===== src/rtl/cola_pkg.sv =====
// rtl/cola_pkg.sv - shared states and default timing for the cola dispenser
package cola_pkg;

  typedef enum logic [3:0] {
    IDLE  = 4'b0001,
    RUN   = 4'b0010,
    WAIT  = 4'b0100,
    FAULT = 4'b1000
  } state_t;

  localparam int MOTOR_CYC_DEF   = 8;
  localparam int TIMEOUT_CYC_DEF = 32;
  localparam int PEND_W_DEF      = 3;

endpackage


===== src/rtl/cola_rise_det.sv =====
// rtl/cola_rise_det.sv - 1-bit rising-edge detector
module cola_rise_det (
  input  logic clk,
  input  logic rst_n,
  input  logic sig,
  output logic rise
);

  logic sig_q;

  always_ff @(posedge clk or negedge rst_n) begin
    if (!rst_n) sig_q <= 1'b0;
    else        sig_q <= sig;
  end

  assign rise = sig & ~sig_q;

endmodule


===== src/rtl/cola_dispense.sv =====
// rtl/cola_dispense.sv - queued can dispenser: motor burst, drop confirm, timeout fault
module cola_dispense
  import cola_pkg::*;
#(
  parameter int MOTOR_CYC   = MOTOR_CYC_DEF,
  parameter int TIMEOUT_CYC = TIMEOUT_CYC_DEF,
  parameter int PEND_W      = PEND_W_DEF
) (
  input  logic              clk,
  input  logic              rst_n,
  input  logic              pi_cola,
  input  logic              pi_drop,
  input  logic              pi_clr_fault,
  output logic              po_motor,
  output logic              po_busy,
  output logic              po_done,
  output logic              po_fault,
  output logic              po_lost,
  output logic [PEND_W-1:0] po_pend
);

  localparam int MW = (MOTOR_CYC > 1) ? $clog2(MOTOR_CYC) : 1;
  localparam int TW = (TIMEOUT_CYC > 1) ? $clog2(TIMEOUT_CYC) : 1;
  localparam logic [MW-1:0]     MCNT_LAST = MW'(MOTOR_CYC - 1);
  localparam logic [TW-1:0]     TCNT_LAST = TW'(TIMEOUT_CYC - 1);
  localparam logic [PEND_W-1:0] PEND_MAX  = '1;

  state_t            state;
  logic [MW-1:0]     mcnt;
  logic [TW-1:0]     tcnt;
  logic              seen;
  logic [PEND_W-1:0] pend;
  logic              drop_rise;
  logic              inc;
  logic              dec;

  cola_rise_det u_drop_det (
    .clk  (clk),
    .rst_n(rst_n),
    .sig  (pi_drop),
    .rise (drop_rise)
  );

  assign inc     = pi_cola;
  assign dec     = (state == IDLE) && (pend != '0);
  assign po_pend = pend;

  // Requests are taken in every state; a full counter drops the request and flags it.
  always_ff @(posedge clk or negedge rst_n) begin
    if (!rst_n) begin
      pend    <= '0;
      po_lost <= 1'b0;
    end else begin
      po_lost <= 1'b0;
      if (inc && !dec) begin
        if (pend == PEND_MAX) po_lost <= 1'b1;
        else                  pend    <= pend + 1'b1;
      end else if (dec && !inc) begin
        pend <= pend - 1'b1;
      end
    end
  end

  always_ff @(posedge clk or negedge rst_n) begin
    if (!rst_n) begin
      state    <= IDLE;
      mcnt     <= '0;
      tcnt     <= '0;
      seen     <= 1'b0;
      po_motor <= 1'b0;
      po_busy  <= 1'b0;
      po_done  <= 1'b0;
      po_fault <= 1'b0;
    end else begin
      po_done <= 1'b0;
      case (state)
        IDLE: begin
          if (pend != '0) begin
            state    <= RUN;
            mcnt     <= '0;
            seen     <= 1'b0;
            po_motor <= 1'b1;
            po_busy  <= 1'b1;
          end
        end
        RUN: begin
          if (mcnt == MCNT_LAST) begin
            po_motor <= 1'b0;
            // An edge during the burst already confirms the can.
            if (seen || drop_rise) begin
              state   <= IDLE;
              po_busy <= 1'b0;
              po_done <= 1'b1;
            end else begin
              state <= WAIT;
              tcnt  <= '0;
            end
          end else begin
            mcnt <= mcnt + 1'b1;
            seen <= seen | drop_rise;
          end
        end
        WAIT: begin
          if (drop_rise) begin
            state   <= IDLE;
            po_busy <= 1'b0;
            po_done <= 1'b1;
          end else if (tcnt == TCNT_LAST) begin
            state    <= FAULT;
            po_fault <= 1'b1;
          end else begin
            tcnt <= tcnt + 1'b1;
          end
        end
        FAULT: begin
          if (pi_clr_fault) begin
            state    <= IDLE;
            po_busy  <= 1'b0;
            po_fault <= 1'b0;
          end
        end
        default: begin
          state    <= IDLE;
          po_motor <= 1'b0;
          po_busy  <= 1'b0;
          po_fault <= 1'b0;
        end
      endcase
    end
  end

endmodule


===== config.mk =====
export PLATFORM = sky130hd
export DESIGN_NAME = cola_dispense
export DESIGN_NICKNAME = d
export VERILOG_FILES = /design/src/rtl/cola_pkg.sv /design/src/rtl/cola_rise_det.sv /design/src/rtl/cola_dispense.sv
export SDC_FILE = /design/constraint.sdc
export NUM_CORES = 1
export LEC_CHECK = 0
export CAP_MARGIN = 25
export CORE_MARGIN = 3
export CORE_UTILIZATION = 30
export DETAILED_ROUTE_END_ITERATION = 6
export SETUP_SLACK_MARGIN = 0.4
export SYNTH_ARGS = -nofsm -noshare
export SYNTH_HDL_FRONTEND = slang
export SYNTH_SLANG_ARGS = --single-unit

===== constraint.sdc =====
create_clock -name clk -period 2.8 [get_ports clk]
set_clock_uncertainty 0.1 [all_clocks]
set_input_delay 0.28 -clock clk [delete_from_list [all_inputs] [get_ports clk]]
set_output_delay 0.28 -clock clk [all_outputs]
set_load 0.02 [all_outputs]

**Yosys cells after proc, flatten, opt, wreduce, memory -nomap -nowiden**

Index checks and enable logic that the tools add are counted.

- Bits in registers: 22
- Bits of input ports: 5
- Output and inout port bits: 8
- Word-level logic and storage cells: 96

- Add/sub/neg operators: 4
- Eq/ne operators: 19
- Multiplexer cells: 38
- Bitwise gates (word level): 5
- Reduce and logical (&&, ||, !) cells: 19

Operators by type and width:

| kind | number |
|---|---|
| 4-bit two-way mux | 5 |
| 5-bit two-way mux | 4 |
| 2-bit != test, second input constant | 10 |
| 3-bit two-way mux | 6 |
| 4-bit one-hot mux with 4 select lines | 1 |
| 1-bit two-way mux | 15 |
| 5-bit one-hot mux with 2 select lines | 1 |
| 5-bit AND reduction | 2 |
| 4-bit AND reduction | 2 |
| 3-bit by 1-bit adder with 3-bit output, second input constant | 2 |
| 3-bit == test, second input constant | 2 |
| 1-bit one-hot mux with 3 select lines | 2 |
| 3-bit one-hot mux with 2 select lines | 1 |
| 3-bit AND reduction | 2 |
| 2-bit nonzero test | 3 |
| 5-bit by 1-bit adder with 5-bit output, second input constant | 1 |
| 5-bit == test, second input constant | 1 |
| 4-bit by 1-bit == test with 1-bit output, second input constant | 1 |
| 4-bit by 2-bit == test with 1-bit output, second input constant | 1 |
| 4-bit by 3-bit == test with 1-bit output, second input constant | 1 |
| 4-bit == test, second input constant | 1 |
| 1-bit one-hot mux with 2 select lines | 2 |
| 1-bit one-hot mux with 4 select lines | 1 |
| 2-bit OR reduction | 2 |
| 11 further kinds | 16 |

**Longest topological paths before layout**

- Depth after elaboration: 6
- Depth in mapped cells: 8
- Gate-level depth less buffers: 7

**Hierarchy**

From an unflattened synthesis, not the netlist that was laid out.

- Cell total of the unflattened synthesis: 137
- Area total of the unflattened synthesis: 1328.8 sq um

Modules (own cells, without submodules):

| module | instances | cells an instance | area each (sq um) | sequential area each (sq um) |
|---|---|---|---|---|
| cola_dispense | 1 | 135 | 1290.0 | 526.8 |
| cola_rise_det | 1 | 2 | 38.8 | 25.0 |

**Least setup slack after synthesis**

Ideal clock, no wire load.

- Kind: register to register
- Start: reg pend[0], in the netlist po_pend[0]
- End: reg pend[1], in the netlist po_pend[1]
- Setup time: 0.134 ns
- Data arrival time: 2.107 ns
- Data required time: 2.566 ns
- Slack: 0.459 ns
- Cell stages (with the launch flop): 9
- Path buffers: 1
- Clock period less this slack: 2.341 ns
- Path through: dfrtp_1 -> buf_2 -> or3_1 -> nand2_1 -> nand2_1 -> fa_1 -> a21o_1 -> a32oi_1 -> nand4b_1

- Longest elaborated chain between the ends: 6
- Elaborated cells between the ends (all ways): 14
- Classes of those cells: 2 x add/sub; 2 x eq/ne; 3 x mux; 7 x reduce/logical

RTL lines:

| element | RTL line | source |
|---|---|---|
| start, declared | cola_dispense.sv:32 | `logic [PEND_W-1:0] pend;` |
| start signal, assigned | cola_dispense.sv:57 | `else pend <= pend + 1'b1;` |
| start signal, assigned | cola_dispense.sv:59 | `pend <= pend - 1'b1;` |
| branches (longest 6 deep; another with 3-bit by 1-bit subtractor with 3-bit output) | n/a |  |

Parallel ways; which one is timed is not known. The select of a mux whose other input is x is not followed.
A chain may end at the register's enable or synchronous reset.

**Worst setup path in the final report**

- Start: reg pend[2], in the netlist po_pend[2]
- End: reg pend[1], in the netlist po_pend[1]

- Longest elaborated chain between the ends: 6
- Elaborated cells between the ends (all ways): 10
- Classes of those cells: 2 x eq/ne; 1 x mux; 7 x reduce/logical

RTL lines:

| element | RTL line | source |
|---|---|---|
| 3-bit nonzero test | cola_dispense.sv:45 | `assign dec = (state == IDLE) && (pend != '0);` |
| 1-bit logical AND | cola_dispense.sv:45 |  |
| 1-bit zero test | cola_dispense.sv:55 | `if (inc && !dec) begin` |
| 1-bit logical AND | cola_dispense.sv:55 |  |
| 2-bit != test (no source line) / 2-bit nonzero test (equally long branches) | n/a |  |
| 2-bit AND reduction (no source line) | n/a |  |

Several ways; a longest one is shown, not always the timed one.

==> metrics.txt <==
status=complete, no violations; Multi-input gate area=666 um2; Setup CP Type=reg -> reg; I/O pin cnt=13; Peak Freq=0.445 GHz; CTS root buffer=clkbuf_8; total negative slack=0 ps; Mapped Area=around 0.0013 mm2; H-tree levels=1; Comb pwr share=0.493; P_sw=583 uW; drt first-iter violations=52; Post-Synthesis Cells=125; YS warnings=0; placed wire-length estimate=1.85 mm; Max Slew Vio Count=0; IO Port Bufs=12; Synth cell types=45; vias=1004; reg2reg end=po_pend[1]; GPL Wtd Cong=0.772; fin util=0.372; leakage power=0.000641 uW; vias in the first global route=1036; Initial Util=0.315; Clock Latency Late Sink=270 ps; synthesis-stage register bit count=22; critical path endpoint category=flop; final setup margin=~550 ps; Tcrit/Tclk final=0.803; Worst IR Drop VDD=0.300 mV; Syn Nets=approximately 140; final hold slack=271 ps; sequential area share after synthesis=0.428; core area=~0.004 mm2; R2R setup slack=550 ps; worst r2r path cells=7; top layer in use=met4; CP Launch Type=flop; top post-synthesis cells by area=dfrtp_1 41%, a22o_1 4.1%, ha_1 3.9%; clock tree sinks=22; Max Cap Viol=0; layout cells sized above 1=0.181; RSZ-0062 raised after global routing=false; initial antenna violation count=0; Final Setup Violations=0; Reg area=~560 um2; Slew Limit Headroom=0.685; Layout Area Growth over Synthesis=17.9%; pre-CTS setup slack=481 ps; Worst-path clk slew=approximately 80 ps; die width=71.5 um; wire length on met3=between 70 and 80 um; Sw Ratio=0.392; Diodes inserted=0; All-Layer GR Usage=0.117; Synth area leader=dfrtp_1; Synth Flop Type=dfrtp_1; top-count cell post-synth=dfrtp_1; CTS max path bufs=2; DR DRC count=0; largest net degree at the start of global routing=23; gr ovfl total=0; commonest cells in the netlist=21 x dfrtp_1, 9 x o21ai_0, 8 x nor2_1, 7 x nand2_1, 6 x a22o_1; first-pass GRT wire length=4.75 mm; Async SR Flop Fraction=1.00; met2 routed WL=1.31 mm; HP Class=in -> async; Internal Pwr Total=904 uW; post-route insts no fill=188; Routed WL=2.65 mm; die area=roughly 0.0051 mm2; Critical Path Fanout Max=12; Critical Path RT=2850 ps; Cells after DPL=181; TritonCTS clock tree=done; Clk network pwr share=0.156; Worst-Margin Slew=467 ps; fillers=405; number of core rows=23; Power Dens Cells=979 mW/mm2; syn avg cell area=around 10 um2; nets=149; clock buffer count from CTS=3; Die Y-Extent=between 70 and 80 um; final hold vios=0; Yosys top cell area share=0.408; reg2reg start=po_pend[2]; Worst Path Arrival=2290 ps; post-layout min period=2250 ps; wire per inst=14.1 um; number of synthesized flops with an enable pin=0; 1st-pass router iterations=4; routed vias/inst=about 5.3; Final ANT Viol Nets=0; M1 WL=1.19 mm; sequential power share=0.351
==> layout by cell type, fill, tap and decap left out, types with 2 or more instances in the layout <==
master	n
and3_1	2
mux2_2	2
buf_4	6
o21a_1	2
nor3b_1	2
dfrtp_1	18
a22o_1	6
nor3_2	2
clkdlybuf4s50_1	12
o21ai_0	9
dfrtp_2	3
ha_1	4
nand4b_1	3
clkbuf_8	4
nor3_1	4
a31oi_1	2
or4b_4	2
nor2b_1	2
a211oi_1	2
nand2b_1	2
inv_1	4
nand2_1	7
nor2_1	8
a21oi_1	4
xnor2_1	2
nand3_1	4
==> registers in the layout, summed over array words and instances (netlist names) <==
signal,cells
mcnt,3
po_done,1
po_motor,1
po_busy,1
po_fault,1
u_drop_det.sig_q,1
po_lost,1
po_pend,3
seen,1
state,4
tcnt,5
==> routing by layer <==
layer  vias up  global-route usage
li1        489                   -
met1       492               0.148
met2        18               0.189
met3         5              0.0196
met4         0              0.0647
met5         -                   0
==> layout make-up <==
type	instances	area share
multi-input combinational	90	0.438
sequential	22	0.366
timing repair buffer	18	0.109
tap	50	0.0412
clock buffer	4	0.0362
inverter	4	0.00988
==> worst max-delay path, cell delays in order (launching register included) <==
cell and delay, ps:
dfrtp_2 490, or3_1 390, nand2_1 130, nand2_1 80
fa_1 500, a21o_1 180, a32oi_1 150, nand4b_1 100
==> metrics by stage <==
step	power [uW]	area (um2)
3_5_place_dp	1210	1430
3_3_place_gp	1190	1430
2_1_floorplan	1040	1290
4_1_cts	1450	1490
5_1_grt	1610	1520
6_report	1490	1520
==> worst max-delay path by stage <==
stage,startpoint,depth (start not counted),slack [ps],endpoint
after floorplan,po_pend[0],8,460,po_pend[1]
after global placement,po_pend[0],7,550,po_pend[1]
after detailed placement,po_pend[0],7,480,po_pend[1]
after CTS,po_pend[0],7,470,po_pend[1]
after global routing,po_pend[2],7,420,po_pend[1]
final,po_pend[2],7,550,po_pend[1]
==> logic make-up after synthesis <==
logic type               count (synthesis)  share of synthesized area
buffers and inverters                   13                     0.0592
AND/OR/NAND/NOR                         44                      0.223
adder cells (fa/ha/maj)                  5                     0.0544
multiplexers                             3                     0.0252
XOR/XNOR                                 2                     0.0136
flip-flops                              22                      0.428
AO/OA/AOI/OAI                           36                      0.196
==> what timing repair did <==
item	in CTS	in global routing
setup buffers	0	3
resized for setup	0	4
endpoints found under the setup margin	0	2
hold buffers	0	0
hold endpoints to repair	0	0
==> power by group through the flow <==
stage,Sequential (uW),Combinational [uW],Clock (uW)
final,522,733,232
after detailed placement,551,663,0
after CTS,546,668,236
after floorplan,529,516,0
after global routing,540,820,249
after global placement,546,644,0
Note: power is estimated with default switching activity, not from simulation.
